==> config.mk <==
export PLATFORM = sky130hd
export DESIGN_NAME = lif_spike_gen
export DESIGN_NICKNAME = d
export VERILOG_FILES = /design/src/rtl/DPE_params.sv /design/src/rtl/lif_neuron.sv /design/src/rtl/lif_spike_gen.sv
export SDC_FILE = /design/constraint.sdc
export NUM_CORES = 1
export LEC_CHECK = 0
export ABC_AREA = 1
export CORE_MARGIN = 4
export CORE_UTILIZATION = 60
export CTS_BUF_LIST = sky130_fd_sc_hd__clkbuf_8
export CTS_CLUSTER_SIZE = 10
export DETAILED_ROUTE_END_ITERATION = 8
export PLACE_DENSITY_LB_ADDON = 0.3
export SLEW_MARGIN = 25
export SYNTH_ARGS = -nofsm -noshare
export SYNTH_HDL_FRONTEND = slang
export SYNTH_SLANG_ARGS = --single-unit
==> constraint.sdc <==
create_clock -name clk -period 9.5 [get_ports clk]
set_clock_uncertainty 0.15 [all_clocks]
set_input_delay 1.9 -clock clk [delete_from_list [all_inputs] [get_ports clk]]
set_output_delay 1.9 -clock clk [all_outputs]
set_load 0.05 [all_outputs]
==> src/rtl/DPE_params.sv <==
// Shared DPE parameter set: MAC array geometry plus the LIF neuron field widths.
package DPE_params;
    localparam int unsigned DPE_OUTPUT_VEC_LEN = 4;
    localparam int unsigned DPE_WIDTH          = 8;
    localparam int unsigned DPE_REFRAC_W       = 4;
    localparam int unsigned DPE_LEAK_W         = 3;
    localparam int unsigned DPE_STEP_W         = 16;
endpackage

==> src/rtl/lif_neuron.sv <==
// One leaky integrate-and-fire neuron: membrane, refractory counter and the
// leak/integrate/saturate/threshold datapath for a single MAC lane.
module lif_neuron
    import DPE_params::*;
#(
    parameter int unsigned WIDTH    = DPE_WIDTH,
    parameter int unsigned REFRAC_W = DPE_REFRAC_W,
    parameter int unsigned LEAK_W   = DPE_LEAK_W
) (
    input  logic                    clk,
    input  logic                    rst_n,
    input  logic                    clear,
    input  logic                    accept,
    input  logic        [WIDTH-1:0] current,
    input  logic signed [WIDTH-1:0] threshold,
    input  logic       [LEAK_W-1:0] leak_shift,
    input  logic     [REFRAC_W-1:0] refrac_cycles,
    output logic                    spike_c
);

    localparam int unsigned EXT_W = WIDTH + 2;
    localparam logic signed [EXT_W-1:0] SAT_MAX = EXT_W'((64'sd1 <<< (WIDTH - 1)) - 64'sd1);
    localparam logic signed [EXT_W-1:0] SAT_MIN = EXT_W'(-(64'sd1 <<< (WIDTH - 1)));

    logic signed    [WIDTH-1:0] v;
    logic        [REFRAC_W-1:0] refrac;
    logic signed    [EXT_W-1:0] v_ext;
    logic signed    [EXT_W-1:0] leak_ext;
    logic signed    [EXT_W-1:0] cur_ext;
    logic signed    [EXT_W-1:0] sum_ext;
    logic signed    [WIDTH-1:0] v_sat;

    // Leak shift of zero means no leak rather than a full discharge.
    always_comb begin
        v_ext    = EXT_W'(v);
        leak_ext = '0;
        if (leak_shift != '0) begin
            leak_ext = EXT_W'(v >>> leak_shift);
        end
        cur_ext = EXT_W'($signed(current));
        sum_ext = v_ext - leak_ext + cur_ext;
        if (sum_ext > SAT_MAX) begin
            v_sat = WIDTH'(SAT_MAX);
        end else if (sum_ext < SAT_MIN) begin
            v_sat = WIDTH'(SAT_MIN);
        end else begin
            v_sat = WIDTH'(sum_ext);
        end
        spike_c = (refrac == '0) && (v_sat >= threshold);
    end

    always_ff @(posedge clk or negedge rst_n) begin
        if (!rst_n) begin
            v      <= '0;
            refrac <= '0;
        end else if (clear) begin
            v      <= '0;
            refrac <= '0;
        end else if (accept) begin
            if (refrac != '0) begin
                refrac <= refrac - REFRAC_W'(1);
                v      <= '0;
            end else if (spike_c) begin
                refrac <= refrac_cycles;
                v      <= '0;
            end else begin
                v      <= v_sat;
            end
        end
    end

endmodule

==> src/rtl/lif_spike_gen.sv <==
// LIF spike generator: valid/ready handshake around an array of lif_neuron
// lanes, with a registered spike vector and a timestep counter.
module lif_spike_gen
    import DPE_params::*;
#(
    parameter int unsigned OUTPUT_VEC_LEN = DPE_OUTPUT_VEC_LEN,
    parameter int unsigned WIDTH          = DPE_WIDTH,
    parameter int unsigned REFRAC_W       = DPE_REFRAC_W,
    parameter int unsigned LEAK_W         = DPE_LEAK_W
) (
    input  logic                                     clk,
    input  logic                                     rst_n,
    input  logic                                     in_valid,
    output logic                                     in_ready,
    input  logic [OUTPUT_VEC_LEN-1:0][WIDTH-1:0]     currents,
    input  logic signed              [WIDTH-1:0]     threshold,
    input  logic                     [LEAK_W-1:0]    leak_shift,
    input  logic                     [REFRAC_W-1:0]  refrac_cycles,
    input  logic                                     clear,
    output logic [OUTPUT_VEC_LEN-1:0]                spikes,
    output logic                                     spikes_valid,
    input  logic                                     spikes_ready,
    output logic [DPE_STEP_W-1:0]                    step_count
);

    logic                      accept;
    logic [OUTPUT_VEC_LEN-1:0] spike_next;

    // Clear forces ready high but drops any same-cycle input.
    assign in_ready = ~spikes_valid | spikes_ready | clear;
    assign accept   = in_valid & in_ready & ~clear;

    for (genvar i = 0; i < int'(OUTPUT_VEC_LEN); i++) begin : g_neuron
        lif_neuron #(
            .WIDTH    (WIDTH),
            .REFRAC_W (REFRAC_W),
            .LEAK_W   (LEAK_W)
        ) u_neuron (
            .clk           (clk),
            .rst_n         (rst_n),
            .clear         (clear),
            .accept        (accept),
            .current       (currents[i]),
            .threshold     (threshold),
            .leak_shift    (leak_shift),
            .refrac_cycles (refrac_cycles),
            .spike_c       (spike_next[i])
        );
    end

    always_ff @(posedge clk or negedge rst_n) begin
        if (!rst_n) begin
            spikes       <= '0;
            spikes_valid <= 1'b0;
            step_count   <= '0;
        end else if (clear) begin
            spikes       <= '0;
            spikes_valid <= 1'b0;
            step_count   <= '0;
        end else if (accept) begin
            spikes       <= spike_next;
            spikes_valid <= 1'b1;
            step_count   <= step_count + DPE_STEP_W'(1);
        end else if (spikes_ready) begin
            spikes_valid <= 1'b0;
        end
    end

endmodule

==> flow_summary.ini <==
[synthesis]
synth_xor_area_share_pct = 3.02
synth.avg_cell_area_sq_um = 6.59
synth-simple-area-share_pct = 31.4
post_synth_fa_ha_maj_area_fraction_pct = 20.4
ys_types = 47
number_of_flops_mapped_to_enable_cells_by_yosys = 0
ys.flop_type = sky130_fd_sc_hd__dfrtp_1
yosys_register_bits = 69
synthesis.instances = 1230
syn-cell-area_sq_um = 8110
async_flop_share_pct = 100
dominant_combinational_cell_family_by_area_after_synthesis = simple AND/OR/NAND/NOR gates
synth.area.mux_share_pct = 0
synth-compound-area-share_pct = 11.5
ys_seq_area_share_pct = 21.3
synthesis.nets = 1395
synth_warnings = 0

[run]
max_capacitance_violation_total = 0

[clock_tree]
cts_hold_repair.buffers = 0
clk-insertion-delay-late_ns = 0.37
cts_tree = done
cts-resized-gates = 0
clockRootBuffer = sky130_fd_sc_hd__clkbuf_8
ctsHtreeMaxLevel = 3
clock_sink_count = 69
clkSlewWorstSetupHoldPaths_ns = 0.08
clockBufferDepth = 2
cts.repair_timing.setup_buffer_count = 0
cts-buffers-inserted = 9

[finish]
finalInstanceArea_sq_um = 9220
flow.area_growth_from_synthesis_pct = 13.6
finish.net_count = 1463
diodes = 0
post_route_cells_drive_above_1_share_pct = 5.60

[global_route]
grt_start_max_net_pins = 70
grt-ovfl-total = 0
number_of_antenna_violations_at_the_first_check_in_global_routing = 0
first_global_vias = 7503
grt_pass1_wl_um = 34600
track_usage_pct = 26.9

[critical_path]
crit_type = in2reg
cpLargestDelayFamily = simple AND/OR/NAND/NOR gates
setup.worst_path.start_class = input port
critPathCaptureType = flip-flop
slowest_stage = sky130_fd_sc_hd__clkdlybuf4s50_1
timing.critical_path.required_ns = 9.64
cp_max_fo = 25
worstPathArrival_ns = 7.40
crit_path_max_incr_delay_ns = 0.80
top_cell_by_count_worst_path = sky130_fd_sc_hd__nand2_1
cp.buffers_inverters = 7

[floorplanning]
die-area_sq_um = 15400
core-area_sq_um = 13200
std_cell_rows = 42
die-width_um = 124
num_io_pins = 74
vertical_die_dimension_um = 124
initial_core_util_pct = 61.3

[sta]
finalSetupTns_ns = 0
hold_violations = 0
fin_ws_ns = 2.24
grt_setup_unrepaired = false
setup_viol = 0
timing.final.crit_period_ns = 7.26
period_share_pct = 76.4
hold_slack_ns = 0.329
worst_pin_slew_ns = 0.921
final_max_slew_viol_count = 0
timing.slew.headroom_pct = 38.4
highest_clock_rate_ghz = 0.138

[route]
detail_route.drc_violations = 0
vias = 7888
drt_wl_total_um = 20600
detail_route.iter0.violations = 651
drt_first_pass_iters = 6
via_per_inst = 5.33
antenna_violating_nets_post_route = 0
wire_per_inst_um = 13.9

[outcome]
run_status = completed

[worst_hold_path]
hold_wc_path_type = reg2reg

[placement]
numPortBuffers = 73
routabilityCongestion = 0.945
post-place-ws_ns = 2.00
dp.final_hpwl_um = 16100
dpl_cell_area_sq_um = 9000
[worst paths after layout]
kind,from,endpoint,slack [ns],depth (start not counted)
setup / recovery,leak_shift[2],g_neuron[3].u_neuron.v[7],2.24,31
hold / removal,g_neuron[0].u_neuron.refrac[1],g_neuron[0].u_neuron.refrac[1],0.33,2
setup reg to reg,g_neuron[2].u_neuron.v[6],g_neuron[2].u_neuron.v[0],4.60,31
hold reg to reg,g_neuron[0].u_neuron.refrac[1],g_neuron[0].u_neuron.refrac[1],0.33,2
max in group asynchronous,rst_n,g_neuron[2].u_neuron.v[2],7.01,2
min in group asynchronous,rst_n,step_count[7],1.58,2
[Yosys cell counts, types with 15 or more instances]
| library cell | n | area, sq um |
|---|---|---|
| sky130_fd_sc_hd__nand2_1 | 420 | 1580 |
| sky130_fd_sc_hd__inv_1 | 237 | 890 |
| sky130_fd_sc_hd__ha_1 | 81 | 1010 |
| sky130_fd_sc_hd__dfrtp_1 | 69 | 1730 |
| sky130_fd_sc_hd__nand3_1 | 60 | 300 |
| sky130_fd_sc_hd__o21ai_0 | 60 | 300 |
| sky130_fd_sc_hd__nor2_1 | 54 | 203 |
| sky130_fd_sc_hd__a21oi_1 | 49 | 245 |
| sky130_fd_sc_hd__fa_1 | 32 | 641 |
| sky130_fd_sc_hd__xor2_1 | 18 | 158 |
| sky130_fd_sc_hd__nand4_1 | 17 | 106 |
| sky130_fd_sc_hd__nand2_2 | 15 | 93.8 |
[placed cells by master (no fill, tap or decap), drive strengths merged, types with 3 or more instances in the layout]
cell type      synthesis  routed
nor2                  65      65
o22ai                  5       5
a31oi                  8       8
nand2                437     437
o31ai                  3       3
buf                   11       5
o221ai                 6       6
clkdlybuf4s50          0      72
inv                  244     244
nand4                 18      18
nand3                 65      65
fa                    32      32
o21ai                 68      68
o211ai                 4       4
xnor2                 10      10
clkbuf                 9       9
a21oi                 51      51
xor2                  18      18
clkinv                 1       4
a21o                   3       3
nor3                   6       6
dfrtp                 69      69
o21a                   3       3
ha                    81      81
[worst register-to-register path, delay by kind of cell, from the launching register on]
| kind | cells | cell delay, ns |
|---|---|---|
| compound gates | 4 | 0.76 |
| simple gates | 22 | 2.14 |
| fa+ha+maj | 3 | 1.29 |
| flops | 1 | 0.36 |
| buf+inv | 2 | 0.13 |
[state kept, by name (all words and copies together), names as in the netlist]
| register | flops |
|---|---|
| step_count | 16 |
| spikes_valid | 1 |
| g_neuron.u_neuron.v | 32 |
| spikes | 4 |
| g_neuron.u_neuron.refrac | 16 |
[layer usage]
metal | vias up | wire (um) | track usage, %
met5 | - | 0 | 0
met3 | 56 | 1390 | 3.99
met1 | 3572 | 9190 | 36.9
met4 | 0 | 680 | 10.6
met2 | 279 | 9360 | 43.1
li1 | 3981 | - | -
[through the flow]
stage / util, % / cells
3_3_place_gp: 68.0 / 1463
5_1_grt: 69.6 / 1479
2_1_floorplan: - / 1230
6_report: 69.6 / 1479
4_1_cts: 69.6 / 1479
3_5_place_dp: 68.0 / 1463
[layout make-up]
| class | instances | area (sq um) |
|---|---|---|
| flip-flops and latches | 69 | 1730 |
| multi-input cells | 896 | 5380 |
| inverters | 245 | 922 |
| clock buffers | 9 | 124 |
| well taps | 176 | 220 |
| repair buffers | 77 | 756 |
| clock inverters | 7 | 90.1 |
| fillers | 1177 | 4030 |
[logic make-up (layout without fill, tap and decap cells)]
group / after synthesis / after routing
AO/OA/AOI/OAI: 159 / 159
XOR/XNOR: 28 / 28
adder cells (fa/ha/maj): 113 / 113
buffers and inverters: 265 / 338
flip-flops: 69 / 69
AND/OR/NAND/NOR: 596 / 596
Power is left out: the tool's default activity adds up to more than one toggle a clock period on the data nets, which glitch-free logic cannot reach.
